File: src/rtl/bid_arbiter.sv
// bid_arbiter: bidding arbiter from NM bus masters onto one slave port, round-robin tie-break.
// Optional macro AGING_EN adds per-master bid aging so low bidders cannot starve.
module bid_arbiter #(
   parameter int NM        = 4,
   parameter int BIDW      = 4,
   parameter int AW        = 32,
   parameter int DW        = 32,
   parameter int MAX_XFR   = 16,
   parameter int GRANT_TMO = 4
) (
   input  logic                  clk_i,
   input  logic                  rst_i,
   input  logic [NM*BIDW-1:0]    m_req_i,
   output logic [NM-1:0]         m_grant_o,
   input  logic [NM-1:0]         m_xfr_i,
   input  logic [NM-1:0]         m_rw_i,
   input  logic [NM*AW-1:0]      m_addr_i,
   input  logic [NM*DW-1:0]      m_wdata_i,
   output logic [NM*DW-1:0]      m_rdata_o,
   output logic                  s_xfr_o,
   output logic                  s_rw_o,
   output logic [AW-1:0]         s_addr_o,
   output logic [DW-1:0]         s_wdata_o,
   input  logic [DW-1:0]         s_rdata_i,
   output logic [$clog2(NM)-1:0] owner_o,
   output logic                  busy_o
);
   localparam int OW = $clog2(NM);
   localparam int CW = $clog2(MAX_XFR + 1);
   localparam int TW = $clog2(GRANT_TMO + 1);

   typedef enum logic [1:0] {
      ST_IDLE  = 2'd0,
      ST_GRANT = 2'd1,
      ST_BUSY  = 2'd2
   } state_t;

   state_t          state_q;
   logic [NM-1:0]   grant_q;
   logic [OW-1:0]   owner_q;
   logic [OW-1:0]   rr_q;
   logic            busy_q;
   logic [CW-1:0]   cnt_q;
   logic [CW-1:0]   cnt_d;
   logic [TW-1:0]   tmo_q;

   logic [BIDW-1:0] eff_s [NM];
   logic [BIDW-1:0] best_s;
   logic [OW-1:0]   win_s;
   logic [OW-1:0]   idx_s;
   logic            any_s;
   logic            own_xfr_s;
   logic            own_bid_zero_s;

`ifdef AGING_EN
   logic [BIDW-1:0] age_q [NM];
   logic [BIDW-1:0] age_d [NM];
   logic [BIDW:0]   sum_s [NM];

   // Effective bid = raw bid plus age, saturated; a zero bid stays zero
   always_comb begin
      for (int i = 0; i < NM; i++) begin
         sum_s[i] = {1'b0, m_req_i[i*BIDW +: BIDW]} + {1'b0, age_q[i]};
         if (m_req_i[i*BIDW +: BIDW] == {BIDW{1'b0}}) begin
            eff_s[i] = {BIDW{1'b0}};
         end else if (sum_s[i][BIDW]) begin
            eff_s[i] = {BIDW{1'b1}};
         end else begin
            eff_s[i] = sum_s[i][BIDW-1:0];
         end
      end
   end

   // Losers of an arbitration age up, the winner and idle masters clear
   always_comb begin
      for (int i = 0; i < NM; i++) begin
         if (m_req_i[i*BIDW +: BIDW] == {BIDW{1'b0}}) begin
            age_d[i] = {BIDW{1'b0}};
         end else if (state_q == ST_IDLE && any_s) begin
            if (win_s == OW'(i)) begin
               age_d[i] = {BIDW{1'b0}};
            end else if (age_q[i] == {BIDW{1'b1}}) begin
               age_d[i] = age_q[i];
            end else begin
               age_d[i] = age_q[i] + 1'b1;
            end
         end else begin
            age_d[i] = age_q[i];
         end
      end
   end

   // Age register bank
   always_ff @(posedge clk_i or posedge rst_i) begin
      if (rst_i) begin
         for (int i = 0; i < NM; i++) age_q[i] <= {BIDW{1'b0}};
      end else begin
         for (int i = 0; i < NM; i++) age_q[i] <= age_d[i];
      end
   end
`else
   // Without aging the raw bid is the effective bid
   always_comb begin
      for (int i = 0; i < NM; i++) eff_s[i] = m_req_i[i*BIDW +: BIDW];
   end
`endif

   // Scan from rr_q upward; strict compare keeps the first tied index
   always_comb begin
      best_s = {BIDW{1'b0}};
      win_s  = {OW{1'b0}};
      idx_s  = {OW{1'b0}};
      any_s  = 1'b0;
      for (int k = 0; k < NM; k++) begin
         idx_s = OW'((int'(rr_q) + k) % NM);
         if (eff_s[idx_s] > best_s) begin
            best_s = eff_s[idx_s];
            win_s  = idx_s;
            any_s  = 1'b1;
         end else begin
            best_s = best_s;
         end
      end
   end

   assign own_xfr_s      = m_xfr_i[owner_q];
   assign own_bid_zero_s = (m_req_i[int'(owner_q)*BIDW +: BIDW] == {BIDW{1'b0}});
   assign cnt_d          = cnt_q + 1'b1;

   // Tenure FSM with registered grant/owner/busy
   always_ff @(posedge clk_i or posedge rst_i) begin
      if (rst_i) begin
         state_q <= ST_IDLE;
         grant_q <= {NM{1'b0}};
         owner_q <= {OW{1'b0}};
         rr_q    <= {OW{1'b0}};
         busy_q  <= 1'b0;
         cnt_q   <= {CW{1'b0}};
         tmo_q   <= {TW{1'b0}};
      end else begin
         case (state_q)
            ST_IDLE: begin
               if (any_s) begin
                  state_q <= ST_GRANT;
                  grant_q <= {{(NM-1){1'b0}}, 1'b1} << win_s;
                  owner_q <= win_s;
                  rr_q    <= (win_s == OW'(NM-1)) ? {OW{1'b0}} : win_s + 1'b1;
                  busy_q  <= 1'b1;
                  cnt_q   <= {CW{1'b0}};
                  tmo_q   <= {TW{1'b0}};
               end
            end
            ST_GRANT: begin
               if (own_xfr_s) begin
                  state_q <= ST_BUSY;
                  cnt_q   <= {{(CW-1){1'b0}}, 1'b1};
               end else if (own_bid_zero_s || tmo_q == TW'(GRANT_TMO-1)) begin
                  state_q <= ST_IDLE;
                  grant_q <= {NM{1'b0}};
                  busy_q  <= 1'b0;
               end else begin
                  tmo_q   <= tmo_q + 1'b1;
               end
            end
            ST_BUSY: begin
               cnt_q <= cnt_d;
               // Forced release once this cycle completes the MAX_XFR-th transfer
               if (!own_xfr_s || cnt_d == CW'(MAX_XFR)) begin
                  state_q <= ST_IDLE;
                  grant_q <= {NM{1'b0}};
                  busy_q  <= 1'b0;
               end
            end
            default: begin
               state_q <= ST_IDLE;
               grant_q <= {NM{1'b0}};
               busy_q  <= 1'b0;
            end
         endcase
      end
   end

   assign m_grant_o = grant_q;
   assign owner_o   = owner_q;
   assign busy_o    = busy_q;

   // Owner-to-slave mux; everything reads zero without a grant
   always_comb begin
      s_xfr_o   = busy_q & grant_q[owner_q] & m_xfr_i[owner_q];
      s_rw_o    = 1'b0;
      s_addr_o  = {AW{1'b0}};
      s_wdata_o = {DW{1'b0}};
      m_rdata_o = {(NM*DW){1'b0}};
      if (busy_q) begin
         s_rw_o    = m_rw_i[owner_q];
         s_addr_o  = m_addr_i[int'(owner_q)*AW +: AW];
         s_wdata_o = m_wdata_i[int'(owner_q)*DW +: DW];
         m_rdata_o[int'(owner_q)*DW +: DW] = s_rdata_i;
      end else begin
         s_rw_o    = 1'b0;
      end
   end
endmodule

File: config.mk
export PLATFORM = sky130hd
export DESIGN_NAME = bid_arbiter
export DESIGN_NICKNAME = d
export VERILOG_FILES = /design/src/rtl/bid_arbiter.sv
export SDC_FILE = /design/constraint.sdc
export NUM_CORES = 1
export LEC_CHECK = 0
export CAP_MARGIN = 20
export CORE_AREA = 2 2 203 205
export CTS_CLUSTER_SIZE = 14
export DETAILED_ROUTE_END_ITERATION = 6
export DIE_AREA = 0 0 205 207
export PLACE_DENSITY_LB_ADDON = 0.08
export SLEW_MARGIN = 20
export SYNTH_ARGS = -nofsm -noshare
export SYNTH_HDL_FRONTEND = slang
export SYNTH_SLANG_ARGS = --single-unit
File: constraint.sdc
create_clock -name clk_i -period 5.5 [get_ports clk_i]
set_input_delay 1.1 -clock clk_i [delete_from_list [all_inputs] [get_ports clk_i]]
set_output_delay 1.1 -clock clk_i [all_outputs]
set_load 0.01 [all_outputs]
# --- After elaboration in Yosys (flattened, before gate mapping) ---
# Cells that the tools add are included.
op_classes:
  add_sub_neg: 7
  n_lt_le_gt_ge: 9
  eq_ne: 12
  shifts: 6
  n_mux: 56
  bitwise: 7
  n_reduce_logical: 12
op_table:
  columns: ["operator", "count"]
  rows:
  - ["128-bit by 8-bit indexed part select with 32-bit output", 2]
  - ["128-bit AND", 1]
  - ["128-bit 2-to-1 mux", 1]
  - ["32-bit by 33-bit variable shift with 128-bit output (first input constant)", 1]
  - ["32-bit by 33-bit indexed part select with 128-bit output", 1]
  - ["32-bit 2-to-1 mux", 2]
  - ["4-bit 2-to-1 mux", 15]
  - ["7-bit negation with 33-bit output", 1]
  - ["4-bit binary-select mux with 2-bit select", 4]
  - ["2-bit 2-to-1 mux", 9]
  - ["16-bit by 5-bit indexed part select with 4-bit output", 1]
  - ["5-bit one-hot mux with 3 select lines", 1]
  - ["3-bit >= comparator (second input constant)", 4]
  - ["4-bit > comparator", 3]
  - ["1-bit 2-to-1 mux", 12]
  - ["2-bit inequality test (second input constant)", 6]
  - ["2-bit NOT with 3-bit output", 4]
  - ["4-bit one-hot mux with 3 select lines", 1]
  - ["5-bit 2-to-1 mux", 2]
  - ["3-bit 2-to-1 mux", 3]
  - ["4-bit AND reduction", 2]
  - ["1-bit binary-select mux with 2-bit select", 3]
  - ["2-bit one-hot mux with 3 select lines", 1]
  - ["3-bit one-hot mux with 2 select lines", 1]
  - ["22 further kinds", 28]
word_totals:
  ff_bits: 19
  inputBits: 314
  out_inout_bits: 201
  elab_cells: 116

# --- Depth between registers and ports, before layout ---
# Gate-level depths: netlist of run 1.
depth:
  depth_word: 15
  mapped_depth: 26
  ltp_nobuf: 24

# --- Worst setup path before layout of run 1 ---
# OpenSTA, ideal clock, no wires.
synth_timing:
  path_type: "in2reg"
  from: "in m_req_i[3]"
  to: "reg busy_q, in the netlist busy_o"
  setup_ns: 0.128
  t_arrival_ns: 5.870
  required_ns: 5.372
  path_slack_ns: -0.497
  stages: 18
  n_path_buf: 1
  cell_sequence: "mux4_2 ha_1 and4_1 a21oi_1 clkbuf_1 mux2i_1 ha_1 a21oi_1 nor2b_1 o31ai_1 o21ai_0 ha_1 a21oi_1 nand3_1 a21o_1 or4_4 nand4_4 mux2_1"
synth_between:
  elab_chain_len: 13
synth_rtl:
  columns: ["item", "line", "text"]
  rows:
  - ["start: declaration", "13", "input logic [NM*BIDW-1:0] m_req_i,"]
  - ["4-bit binary-select mux with 2-bit select", "116, 117", null]
  - ["4-bit 2-to-1 mux (not written as such) (2 in series)", "116, 117", null]
  - ["4-bit by 1-bit > comparator with 1-bit output", "116", "if (eff_s[idx_s] > best_s) begin"]
  - ["4-bit 2-to-1 mux", "116", null]
  - ["4-bit > comparator", "116", null]
  - ["4-bit 2-to-1 mux", "116", null]
  - ["4-bit > comparator", "116", null]
  - ["4-bit 2-to-1 mux", "116", null]
  - ["4-bit > comparator", "116", null]
  - ["1-bit 2-to-1 mux", "116", null]
  - ["2-bit inequality test (no line)", null, null]
  - ["4-bit AND reduction (no line) *", null, null]
  - ["end signal: assignment", "137", "busy_q <= 1'b0;"]
  - ["end signal: assignment", "148", "busy_q <= 1'b1;"]
  - ["end signal: assignment", "160", "busy_q <= 1'b0;"]
  - ["end: declaration", "42", "logic busy_q;"]
# Every way passes the cells marked *; elsewhere a longest branch is shown, timed or not. The select of a mux whose other input is x is not followed.
# A chain may end at the register's enable or synchronous reset.

# --- Worst setup path in the final report of run 1 ---
layout_timing:
  from: "in m_req_i[1]"
  to: "reg tmo_q[0]"
layout_between:
  elab_chain_len: 13
layout_rtl:
  columns: ["item", "line", "text"]
  rows:
  - ["4-bit binary-select mux with 2-bit select", "116, 117", null]
  - ["4-bit 2-to-1 mux (not written as such) (2 in series)", "116, 117", null]
  - ["4-bit by 1-bit > comparator with 1-bit output", "116", null]
  - ["4-bit 2-to-1 mux", "116", null]
  - ["4-bit > comparator", "116", null]
  - ["4-bit 2-to-1 mux", "116", null]
  - ["4-bit > comparator", "116", null]
  - ["4-bit 2-to-1 mux", "116", null]
  - ["4-bit > comparator", "116", null]
  - ["1-bit 2-to-1 mux", "116", null]
  - ["2-bit inequality test (no line)", null, null]
  - ["4-bit AND reduction (no line) *", null, null]
  - ["end signal: assignment", "139", "tmo_q <= {TW{1'b0}};"]
  - ["end signal: assignment", "150", "tmo_q <= {TW{1'b0}};"]
  - ["end signal: assignment", "162", "tmo_q <= tmo_q + 1'b1;"]
  - ["end: declaration", "45", "logic [TW-1:0] tmo_q;"]
# Marks and branches as above.

==> results of run 1 <==
[what timing repair did]
action	CTS	global route
buffers inserted	6	3
resized for setup	38	57
pin swaps	13	13
endpoints found under the setup margin	18	17
[worst min-delay path by stage]
stage	cells after the start	slack (ps)	to
final	1	490	tmo_q[1]
after global routing	1	520	tmo_q[1]
after CTS	1	490	tmo_q[1]
after detailed placement	1	480	tmo_q[1]
after global placement	1	480	tmo_q[1]
after floorplan	1	450	tmo_q[1]
[worst register-to-register path, cell delays in order, from the launching register on]
cell      delay (ps)
dfrtp_1          560
buf_4            290
mux4_2           380
ha_4             290
nor2b_4          120
o211ai_1         100
a21oi_2          180
buf_4            160
mux2i_2          220
ha_1             290
nor2b_4          150
o31ai_4          350
nand2_1          100
o21ai_1           90
ha_1             280
a21oi_2          170
nand3_2          110
a21o_1           180
or4_4            480
o21ai_4          100
mux2_4           310
[metrics by stage]
step / setup TNS (ps) / utilization
after CTS: 0 / 0.278
final: 0 / 0.281
after detailed placement: -7840 / 0.274
after global routing: -4.74 / 0.281
after global placement: -6040 / 0.274
after floorplan: 0 / -
[layout make-up]
cell class                 instances  area (sq um)  share of cell area
timing repair buffer             574          5560               0.490
tap                              532           666              0.0586
inverter                          18          67.6             0.00595
sequential                        19           485              0.0427
clock inverter                     1          5.00            0.000441
clock buffer                       3          75.1             0.00661
antenna                            6          15.0             0.00132
multi-input combinational        438          4480               0.395
[flip-flops by register name, summed over array words and instances, names as in the netlist]
signal,cells
state_q,2
m_grant_o,4
owner_o,2
cnt_q,5
rr_q,2
busy_o,1
tmo_q,3
[placed cells by master (no fill, tap or decap), drive strengths merged, types with 2 or more instances in the layout]
master | synthesis | final
or4 | 2 | 2
nand2b | 2 | 2
clkdlybuf4s15 | 0 | 3
mux2i | 14 | 14
clkdlybuf4s50 | 0 | 498
clkbuf | 33 | 12
o21ai | 15 | 15
a21oi | 8 | 8
mux4 | 81 | 81
inv | 18 | 18
ha | 28 | 28
diode | 0 | 6
o31ai | 2 | 2
mux2 | 6 | 6
o2bb2ai | 2 | 2
nand2 | 22 | 22
nand3 | 5 | 5
nor4 | 6 | 6
a21o | 2 | 2
and2 | 195 | 195
nor2b | 9 | 9
dfrtp | 19 | 19
buf | 8 | 64
and4 | 4 | 4
nor2 | 11 | 11
xnor2 | 2 | 2
or2 | 2 | 2
o31a | 2 | 2
nand4 | 3 | 3
nand4b | 2 | 2
and3 | 2 | 2
a31oi | 2 | 2
[synthesized netlist by cell type (2+ instances only)]
cell	n
nand4_1	2
o21ai_0	14
o2bb2ai_1	2
mux2_2	3
nand4b_1	2
nor2b_1	9
and4_1	4
ha_1	28
o31a_1	2
or2_2	2
dfrtp_1	19
mux2_1	3
and3_1	2
a31oi_1	2
a21oi_1	8
buf_1	7
clkbuf_1	33
xnor2_1	2
nand2_1	22
a21o_1	2
and2_1	195
nand3_1	5
mux4_2	81
mux2i_1	14
nor4_1	6
o31ai_1	2
nor2_1	11
inv_1	18
nand2b_1	2
[logic make-up after synthesis]
| group | Yosys count | share of synthesized area |
|---|---|---|
| AO/OA/AOI/OAI | 39 | 0.0512 |
| XOR/XNOR | 2 | 0.00352 |
| adder cells (fa/ha/maj) | 28 | 0.0703 |
| buffers and inverters | 59 | 0.0447 |
| flip-flops | 19 | 0.0954 |
| multiplexers | 101 | 0.408 |
| AND/OR/NAND/NOR | 268 | 0.327 |
[power groups by stage]
stage	Sequential, W	Clock [W]	Combinational [W]
after floorplan	0.000243	0	0.00255
after global placement	0.000353	0	0.00459
after detailed placement	0.000353	0	0.00456
after CTS	0.000352	0.000156	0.00488
after global routing	0.000363	0.000162	0.00573
final	0.000340	0.000151	0.00527
[per-layer routing]
metal / wire length [um] / GRT usage
met3: 2450 / 0.0345
met1: 14100 / 0.187
met4: 557 / 0.0273
met2: 23300 / 0.384
met5: 34 / 0
==> key figures, run 1 <==
Setup path
  – Worst R2R Setup Slack: 490 ps
  – Critical-path cell list: buf_6, mux4_2, ha_4, nor2b_4, o211ai_1, a21oi_2, buf_4, mux2i_2, ha_1, nor2b_4, o31ai_4, nand2_1, o21ai_1, ha_1, a21oi_2, nand3_2, a21o_1, or4_4, o21ai_4, mux2_4
  – WP depth: 20
  – R2r startpoint: rr_q[1]
  – Crit path DAT: 5370 ps
  – Crit Reg-Reg Endpoint: tmo_q[0]
  – Crit path launch type: input pin
  – CP peak stage delay: 510 ps
  – CP required: 5630 ps
  – CP startpoint: m_req_i[1]
  – Worst reg2reg path depth: 20
  – Crit path buffers/inverters: 2
  – Worst setup endpoint: tmo_q[0]
  – Critical Setup Path Class: in2reg
  – CP max-delay cell: mux4_2
  – Cell family with most CP delay: compound AO/OA/AOI/OAI gates
  – Critical Path Sink Type: flop
  – Highest net fanout along the worst path: 7

Power and ir drop
  – Pwr Total: just under 0.006 W
  – Switching share of power: 0.460
  – Part of the power in registers: 0.059
  – Max IR drop VDD: between 0.2 and 0.3 mV
  – Clock Power Share: 0.026
  – Internal: 0.00311 W
  – Switch Pwr: 0.00265 W
  – Leakage: 4.26 nW
  – Comb pwr share: 0.915
  – Cell Pwr Density: 507 mW/mm^2

Yosys
  – Mapped Nets: between 800 and 900
  – Post-synth top area share: 0.366
  – Yosys warnings: 0
  – Synth unique cells: 43
  – Synth Flop Type: dfrtp_1
  – Flops & latches, synth: 19
  – Post-synthesis cell type with the largest combined area: mux4_2
  – Avg Synthesized Cell Area: 9.66 sq um
  – Area contributors post-synth: mux4_2, and2_1, dfrtp_1, ha_1, mux2i_1
  – Cells after Synth: 516
  – Register area share after synthesis: 0.0954
  – Mapped Area: 0.00498 sq mm
  – Ys async rst share: 1.00
  – EDFF count, synth: 0

Global route
  – Vias in the first global route: 6678
  – Initial antenna violation count: 10
  – Gr usage total: 0.184
  – Largest net degree at the start of global routing: 70
  – First-pass GRT wire length: 55100 um
  – Grt ovf: 0

Placed design
  – DP Area: 0.0111 sq mm
  – Gpl congestion: 0.849
  – Port-buffer cells: 514
  – HPWL Detailed: 35300 um
  – Place WS: -598 ps
  – Dpl cells: 1572

Cells and area
  – Layout Nets: between 1000 and 1500
  – Share of cells above drive strength 1: 0.192
  – Non-filler instance count after layout: around 1600
  – FILL cells: 4376
  – P&R area growth vs syn: 128%
  – Final Cell Area: 0.0114 sq mm

Detailed routing
  – DRC Markers: 0
  – First-pass iteration count of the detailed router: 4
  – Total number of vias: between 6000 and 7000
  – Vias/cell: 3.95
  – Number of DRC markers in iteration 0: 216
  – Per-cell routed wire length: between 20 and 30 um
  – Final wirelength: between 40000 and 50000 um
  – Number of nets still failing antenna checks after routing: 0

Floorplanning
  – I/O Pins: 515
  – Die Width: between 200 and 250 um
  – Core area: just over 0.04 sq mm
  – Rows: 74
  – Chip Height: 207 um
  – Initial Util: 0.123
  – DIE AREA: ~0.042 sq mm

Clock tree
  – CTS tree: done
  – CTS Sinks: 19
  – Root Buffer: clkbuf_16
  – H-tree Lvls: 1
  – Clock Tree Buf Depth: 2
  – Clk slew on worst S/H paths: ~50 ps
  – Hold_buf cts: 0
  – Clock latency on the worst-skew pair: 250 ps
  – TritonCTS buffer count: 3

STA
  – Slew Limit Fails: 0
  – Worst hold slack: 486 ps
  – Final min period: ~5200 ps
  – Final period utilization: 0.953
  – Max-slew headroom: 0.464
  – Worst-Margin Slew: 792 ps
  – Final setup viols: 0
  – Final WS setup: 261 ps
  – Fmax: roughly 190 MHz
  – Hold Vio Cnt, Final: 0
  – Final Skew: just over 5 ps

Run status
  – Status: completed

Min path
  – Min-delay worst type: reg2reg
  – Worst Hold Launch: tmo_q[1]

Flow run
  – Max-Cap Viols: 0
Power figures use the tool's default switching activity.
==> run 2: changes to the inputs <==
--- a/config.mk
+++ b/config.mk
@@ -6,10 +6,11 @@
 export NUM_CORES = 1
 export LEC_CHECK = 0
 export CAP_MARGIN = 20
-export CORE_AREA = 2 2 203 205
+export CORE_AREA = 2 2 201 203
 export CTS_CLUSTER_SIZE = 14
 export DETAILED_ROUTE_END_ITERATION = 6
-export DIE_AREA = 0 0 205 207
+export DIE_AREA = 0 0 203 205
+export DONT_BUFFER_PORTS = 1
 export PLACE_DENSITY_LB_ADDON = 0.08
 export SLEW_MARGIN = 20
 export SYNTH_ARGS = -nofsm -noshare
==> run 2 against run 1 <==
Against the previous run:
- final area fell by 48%
- global-route usage down 5.6 points
- hold slack gained 11 ps
- clock power rose by 3%
- clock-buffer cell count did not move
==> key figures, run 2 (synthesized netlist as in run 1, its figures left out) <==
STA
  – Final Skew: 4.62 ps (was 5.04 ps)
  – Slew Limit Fails: 0 (unchanged)
  – Worst-Margin Slew: 1030 ps (was 792 ps)
  – RSZ-0062 raised after global routing: yes
  – Final period utilization: 0.975 (was 0.953)
  – Final min period: 5360 ps (was 5240 ps)
  – Hold Vio Cnt, Final: 0 (unchanged)
  – Max-slew headroom: 0.313 (was 0.464)
  – Final setup viols: 0 (unchanged)
  – Worst hold slack: 497 ps (was 486 ps)
  – Final WS setup: 137 ps (was 261 ps)
  – Fmax: 186 MHz (was 191 MHz)

Global route
  – Gr usage total: 0.129 (was 0.184)
  – Grt ovf: 0 (unchanged)
  – First-pass GRT wire length: 37800 um (was 55100 um)
  – Largest net degree at the start of global routing: 71 (was 70)
  – Initial antenna violation count: 4 (was 10)
  – Vias in the first global route: 4359 (was 6678)

Cells and area
  – Share of cells above drive strength 1: 0.278 (was 0.192)
  – Most common library cell in the layout ignoring fill and taps: and2_1 (was clkdlybuf4s50_1)
  – Most frequent cells in the layout: and2_1, mux4_2, ha_1, buf_4, nand2_1 (was clkdlybuf4s50_1, and2_1, mux4_2)
  – Layout Nets: 851 (was 1396)
  – Max FFs per register: 5 (unchanged)
  – Biggest register: cnt_q (unchanged)
  – P&R area growth vs syn: 18.2% (was 128%)

Placed design
  – HPWL Detailed: 25700 um (was 35300 um)
  – Port-buffer cells: 0 (was 514)
  – Gpl congestion: 0.946 (was 0.849)
  – Place WS: -143 ps (was -598 ps)

Setup path
  – Crit path launch type: input pin (unchanged)
  – Critical Setup Path Class: in2reg (unchanged)
  – Highest net fanout along the worst path: 7 (unchanged)
  – Worst R2R Setup Slack: 300 ps (was 490 ps)
  – Crit path DAT: 5500 ps (was 5370 ps)
  – CP required: 5630 ps (about the same)
  – CP max-delay cell: mux4_2 (unchanged)
  – Critical Path Sink Type: flop (unchanged)
  – CP peak stage delay: 510 ps (about the same)
  – Critical-path cell list: mux4_2, ha_4, nor2b_2, o211ai_1, a21oi_2, mux2i_2, ha_1, a21oi_2, nor2b_2, o31ai_4, o21ai_1, ha_1, buf_6, nand4_1, a21o_1, or4_4, o21ai_2, mux2_1 (was buf_6, mux4_2, ha_4, nor2b_4, o211ai_1, a21oi_2, buf_4, mux2i_2, ha_1, nor2b_4, o31ai_4, nand2_1, o21ai_1, ha_1, a21oi_2, nand3_2, a21o_1, or4_4, o21ai_4, mux2_4)
  – R2r startpoint: rr_q[1] (unchanged)
  – Crit Reg-Reg Endpoint: tmo_q[0] (unchanged)
  – Worst reg2reg path depth: 19 (was 20)

Power and ir drop
  – Cell Pwr Density: 733 mW/mm^2 (was 507 mW/mm^2)
  – Pwr Total: 0.00432 W (was 0.00576 W)
  – Max IR drop VDD: 0.297 mV (was 0.296 mV)
  – Leakage: 2.14 nW (was 4.26 nW)

Min path
  – Cells on Worst Hold Path: 1 (unchanged)
  – Worst Hold Launch: tmo_q[1] (unchanged)
  – Endpoint, Worst Hold: tmo_q[1] (unchanged)
  – Min-delay worst type: reg2reg (unchanged)

Floorplanning
  – Chip Height: 205 um (was 207 um)
  – Core area: 0.0394 sq mm (was 0.0404 sq mm)
  – Die Width: 203 um (was 205 um)
  – DIE AREA: 0.0416 sq mm (was 0.0424 sq mm)
  – Rows: 73 (was 74)
  – I/O Pins: 515 (unchanged)
  – Initial Util: 0.127 (was 0.123)

Detailed routing
  – Per-cell routed wire length: 28.1 um (was 25.4 um)
  – Number of DRC markers in iteration 0: 295 (was 216)
  – Vias/cell: 4.27 (was 3.95)
  – Number of nets still failing antenna checks after routing: 0 (unchanged)
  – Final wirelength: 29100 um (was 40400 um)
  – Total number of vias: 4422 (was 6280)
  – DRC Markers: 0 (unchanged)
  – First-pass iteration count of the detailed router: 4 (unchanged)

Clock tree
  – Root Buffer: clkbuf_16 (unchanged)
  – Clk slew on worst S/H paths: 60 ps (was 50 ps)
  – Clock Tree Buf Depth: 2 (unchanged)
  – TritonCTS buffer count: 3 (unchanged)
  – Hold_buf cts: 0 (unchanged)
  – Clock latency on the worst-skew pair: 250 ps (about the same)
  – CTS Sinks: 19 (unchanged)
  – H-tree Lvls: 1 (unchanged)
  – CTS tree: done (unchanged)

Flow run
  – Max-Cap Viols: 0 (unchanged)

Run status
  – Status: completed (unchanged)
[run 2: layout make-up]
cell class                 instances  area [sq um]
antenna                            3          7.51
clock buffer                       3          75.1
clock inverter                     1          5.00
fill                            4430         33500
inverter                          18          67.6
multi-input combinational        438          4370
sequential                        19           488
tap                              525           657
timing repair buffer              29           225
[run 2: through the flow]
| stage | util | std cells | area [sq um] | setup TNS [ps] |
|---|---|---|---|---|
| final | 0.150 | 1036 | 5890 | 0 |
| after global routing | 0.150 | 1034 | 5890 | -84.6 |
| after CTS | 0.147 | 1029 | 5780 | 0 |
| after detailed placement | 0.145 | 1025 | 5700 | -498 |
| after global placement | 0.145 | 1025 | 5700 | -6.30 |
| after floorplan | - | 516 | 5000 | 0 |
[run 2: how the worst max path moves through the flow]
stage / from / end / slack (ps) / cells after the start
after global placement: m_req_i[1] / rr_q[1] / -6 / 19
final: m_req_i[1] / tmo_q[0] / 140 / 18
after floorplan: m_req_i[1] / busy_o / 70 / 19
after global routing: m_req_i[1] / rr_q[1] / -50 / 21
after CTS: m_req_i[1] / rr_q[1] / 130 / 19
after detailed placement: m_req_i[1] / rr_q[1] / -140 / 19
[run 2: critical path: cells and delay by family]
kind / cells / cell delay, ps
muxes: 3 / 1150
AOI/OAI and AO/OA: 7 / 1360
and+or+nand+nor: 4 / 790
buffers and inverters: 1 / 110
adders and majority gates: 3 / 960
[run 2: repair_timing]
| item | 4_1_cts | 5_1_grt |
|---|---|---|
| endpoints found under the setup margin | 0 | 12 |
| gates resized for setup | 0 | 15 |
| setup buffers | 0 | 3 |
[run 2: layer usage]
layer  global-route usage  part of all wire  vias to the layer above
met5                    0           0.00093                        -
met4               0.0117            0.0062                        4
met2                0.270              0.59                      246
li1                     -                 -                     1870
met1                0.132              0.34                     2290
met3               0.0283             0.069                       12
[run 2: power breakdown]
part / leakage (nW) / total (W) / internal [W] / switching, W
Sequential: 0.243 / 0.000399 / 0.000202 / 0.000196
Clock: 0.0409 / 0.000155 / 0.0000976 / 0.0000578
Combinational: 1.85 / 0.00376 / 0.00177 / 0.00199
==> run 3: changes to the inputs <==
--- a/config.mk
+++ b/config.mk
@@ -6,10 +6,10 @@
 export NUM_CORES = 1
 export LEC_CHECK = 0
 export CAP_MARGIN = 20
-export CORE_AREA = 2 2 201 203
+export CORE_AREA = 2 2 199 201
 export CTS_CLUSTER_SIZE = 14
 export DETAILED_ROUTE_END_ITERATION = 6
-export DIE_AREA = 0 0 203 205
+export DIE_AREA = 0 0 201 203
 export DONT_BUFFER_PORTS = 1
 export PLACE_DENSITY_LB_ADDON = 0.08
 export SLEW_MARGIN = 20
==> constraint.sdc (replaced) <==
create_clock -name clk_i -period 6.85 [get_ports clk_i]
set_input_delay 1.37 -clock clk_i [delete_from_list [all_inputs] [get_ports clk_i]]
set_output_delay 1.37 -clock clk_i [all_outputs]
set_load 0.01 [all_outputs]
==> run 3 against run 2 <==
Against the previous run:
- non-clock buffer count decreased by 22
- sequential share of layout area grew 0.34 points
- via count grew 0.45%
- cell count down 2.4%
==> key figures, run 3 (synthesized netlist as in run 1, its figures left out) <==
Cells and area
  – Biggest register: cnt_q (unchanged)
  – Most common library cell in the layout ignoring fill and taps: and2_1 (unchanged)
  – Layout Nets: 829 (was 851)
  – Final Cell Area: 0.00564 sq mm (was 0.00589 sq mm)
  – P&R area growth vs syn: 13.3% (was 18.2%)
  – Most frequent cells in the layout: and2_1, mux4_2, ha_1 (was and2_1, mux4_2, ha_1, buf_4, nand2_1)
  – Max FFs per register: 5 (unchanged)
  – Share of cells above drive strength 1: 0.216 (was 0.278)

Global route
  – First-pass GRT wire length: 41600 um (was 37800 um)
  – Initial antenna violation count: 7 (was 4)
  – Vias in the first global route: 4552 (was 4359)
  – Gr usage total: 0.147 (was 0.129)
  – Largest net degree at the start of global routing: 71 (unchanged)
  – Grt ovf: 0 (unchanged)

Clock tree
  – Clk slew on worst S/H paths: 60 ps (about the same)
  – CTS tree: done (unchanged)
  – CTS Sinks: 19 (unchanged)
  – Hold_buf cts: 0 (unchanged)
  – Post-CTS sizing: 0 (unchanged)
  – Clock latency on the worst-skew pair: 250 ps (about the same)
  – Setup bufs post-CTS: 0 (unchanged)
  – Clock Tree Buf Depth: 2 (unchanged)
  – H-tree Lvls: 1 (unchanged)
  – Root Buffer: clkbuf_16 (unchanged)
  – TritonCTS buffer count: 3 (unchanged)

Min path
  – Cells on Worst Hold Path: 1 (unchanged)
  – Min-delay worst type: reg2reg (unchanged)

Floorplanning
  – Rows: 72 (was 73)
  – I/O Pins: 515 (unchanged)
  – Chip Height: 203 um (was 205 um)
  – Die Width: 201 um (was 203 um)
  – Initial Util: 0.130 (was 0.127)
  – DIE AREA: 0.0408 sq mm (was 0.0416 sq mm)
  – Core area: 0.0385 sq mm (was 0.0394 sq mm)

STA
  – Slew Limit Fails: 0 (unchanged)
  – Final Skew: 2.27 ps (was 4.62 ps)
  – Final WS setup: 1050 ps (was 137 ps)
  – Accumulated negative setup slack: 0 ps (unchanged)
  – RSZ-0062 raised after global routing: no (was yes)
  – Final min period: 5800 ps
  – Hold Vio Cnt, Final: 0 (unchanged)
  – Final period utilization: 0.847
  – Final setup viols: 0 (unchanged)
  – Max-slew headroom: 0.285 (was 0.313)
  – Worst hold slack: 491 ps (was 497 ps)
  – Fmax: between 150 and 200 MHz
  – Worst-Margin Slew: 1070 ps (was 1030 ps)

Power and ir drop
  – Pwr Total: 0.00310 W (was 0.00432 W)
  – Cell Pwr Density: 549 mW/mm^2 (was 733 mW/mm^2)
  – Leakage: 2.02 nW (was 2.14 nW)
  – Max IR drop VDD: 0.205 mV (was 0.297 mV)

Setup path
  – CP max-delay cell: a21oi_1 (was mux4_2)
  – CP peak stage delay: 360 ps (was 510 ps)
  – Worst R2R Setup Slack: 1190 ps (was 300 ps)
  – Highest net fanout along the worst path: 10 (was 7)
  – Critical Setup Path Class: in2reg (unchanged)
  – Crit path buffers/inverters: 2 (was 1)
  – Crit Reg-Reg Endpoint: rr_q[1] (was tmo_q[0])
  – Crit path launch type: input pin (unchanged)
  – R2r startpoint: rr_q[1] (unchanged)
  – CP startpoint: m_req_i[12] (was m_req_i[1])
  – Worst reg2reg path depth: 21 (was 19)
  – CP required: 6990 ps (was 5630 ps)
  – Critical-path cell list: mux2_2, o21ai_0, ha_1, and4_1, a21oi_1, buf_4, mux2i_1, ha_1, nand4_1, o31ai_1, buf_4, nand2_1, o21ai_0, ha_1, a21oi_1, nand3_1, and2_1, o311a_1, nand2_1, ha_1, mux2_1 (was mux4_2, ha_4, nor2b_2, o211ai_1, a21oi_2, mux2i_2, ha_1, a21oi_2, nor2b_2, o31ai_4, o21ai_1, ha_1, buf_6, nand4_1, a21o_1, or4_4, o21ai_2, mux2_1)
  – Cell family with most CP delay: compound AO/OA/AOI/OAI gates (unchanged)
  – Most frequent CP cell: ha_1
  – Crit path DAT: 5940 ps (was 5500 ps)
  – WP depth: 21 (was 18)
  – Critical Path Sink Type: flop (unchanged)
  – Worst setup endpoint: rr_q[1] (was tmo_q[0])

Placed design
  – Port-buffer cells: 0 (unchanged)
  – DP Area: 0.00553 sq mm (was 0.00570 sq mm)
  – HPWL Detailed: 27900 um (was 25700 um)
  – Place WS: 761 ps (was -143 ps)
  – Gpl congestion: 0.910 (was 0.946)

Detailed routing
  – Number of DRC markers in iteration 0: 286 (was 295)
  – First-pass iteration count of the detailed router: 4 (unchanged)
  – DRC Markers: 0 (unchanged)
  – Per-cell routed wire length: 31.1 um (was 28.1 um)
  – Number of nets still failing antenna checks after routing: 0 (unchanged)
  – Final wirelength: 31400 um (was 29100 um)
  – Total number of vias: 4442 (was 4422)
  – Vias/cell: 4.39 (was 4.27)

Flow run
  – Max-Cap Viols: 0 (unchanged)

Run status
  – Status: completed (unchanged)
-- run 3: routing by layer --
| layer | part of all wire | routed length, um | vias up | track usage |
|---|---|---|---|---|
| met5 | 0.0014 | 44 | - | 0 |
| met4 | 0.031 | 977 | 6 | 0.0455 |
| met3 | 0.089 | 2780 | 28 | 0.0514 |
| met2 | 0.56 | 17600 | 281 | 0.293 |
| met1 | 0.32 | 10000 | 2289 | 0.138 |
| li1 | - | - | 1838 | - |
-- run 3: cell type report --
type                    count  area [sq um]
well taps                 518           648
inverters                  18          67.6
repair buffers              7          56.3
clock buffers               3          75.1
fillers                  4335         32800
multi-input cells         438          4290
flip-flops and latches     19           487
clock inverters             1          5.00
diodes                      7          17.5
-- run 3: worst min path at each step --
stage / from / to / slack (ps)
final: tmo_q[1] / tmo_q[1] / 490
after global routing: tmo_q[1] / tmo_q[1] / 530
after global placement: tmo_q[1] / tmo_q[1] / 480
after CTS: tmo_q[1] / tmo_q[1] / 490
after floorplan: tmo_q[1] / tmo_q[1] / 450
after detailed placement: tmo_q[1] / tmo_q[1] / 480
-- run 3: worst register-to-register path, delay by kind of cell (launching register included) --
family / cells / cell delay [ps]
adders and majority gates: 4 / 1150
DFF: 1 / 800
AOI/OAI and AO/OA: 6 / 1370
and+or+nand+nor: 6 / 790
buffers and inverters: 2 / 440
muxes: 3 / 990
-- run 3: per-stage QoR --
stage	cells	util
after floorplan	516	-
after global placement	999	0.144
after detailed placement	999	0.144
after CTS	1003	0.146
after global routing	1007	0.146
final	1011	0.147
-- run 3: where the power goes --
group / total (W) / switching, W / internal [W]
registers: 0.000368 / 0.000208 / 0.000160
logic: 0.00261 / 0.00151 / 0.00110
clock network: 0.000124 / 0.0000460 / 0.0000784
total: 0.00310 / 0.00176 / 0.00134
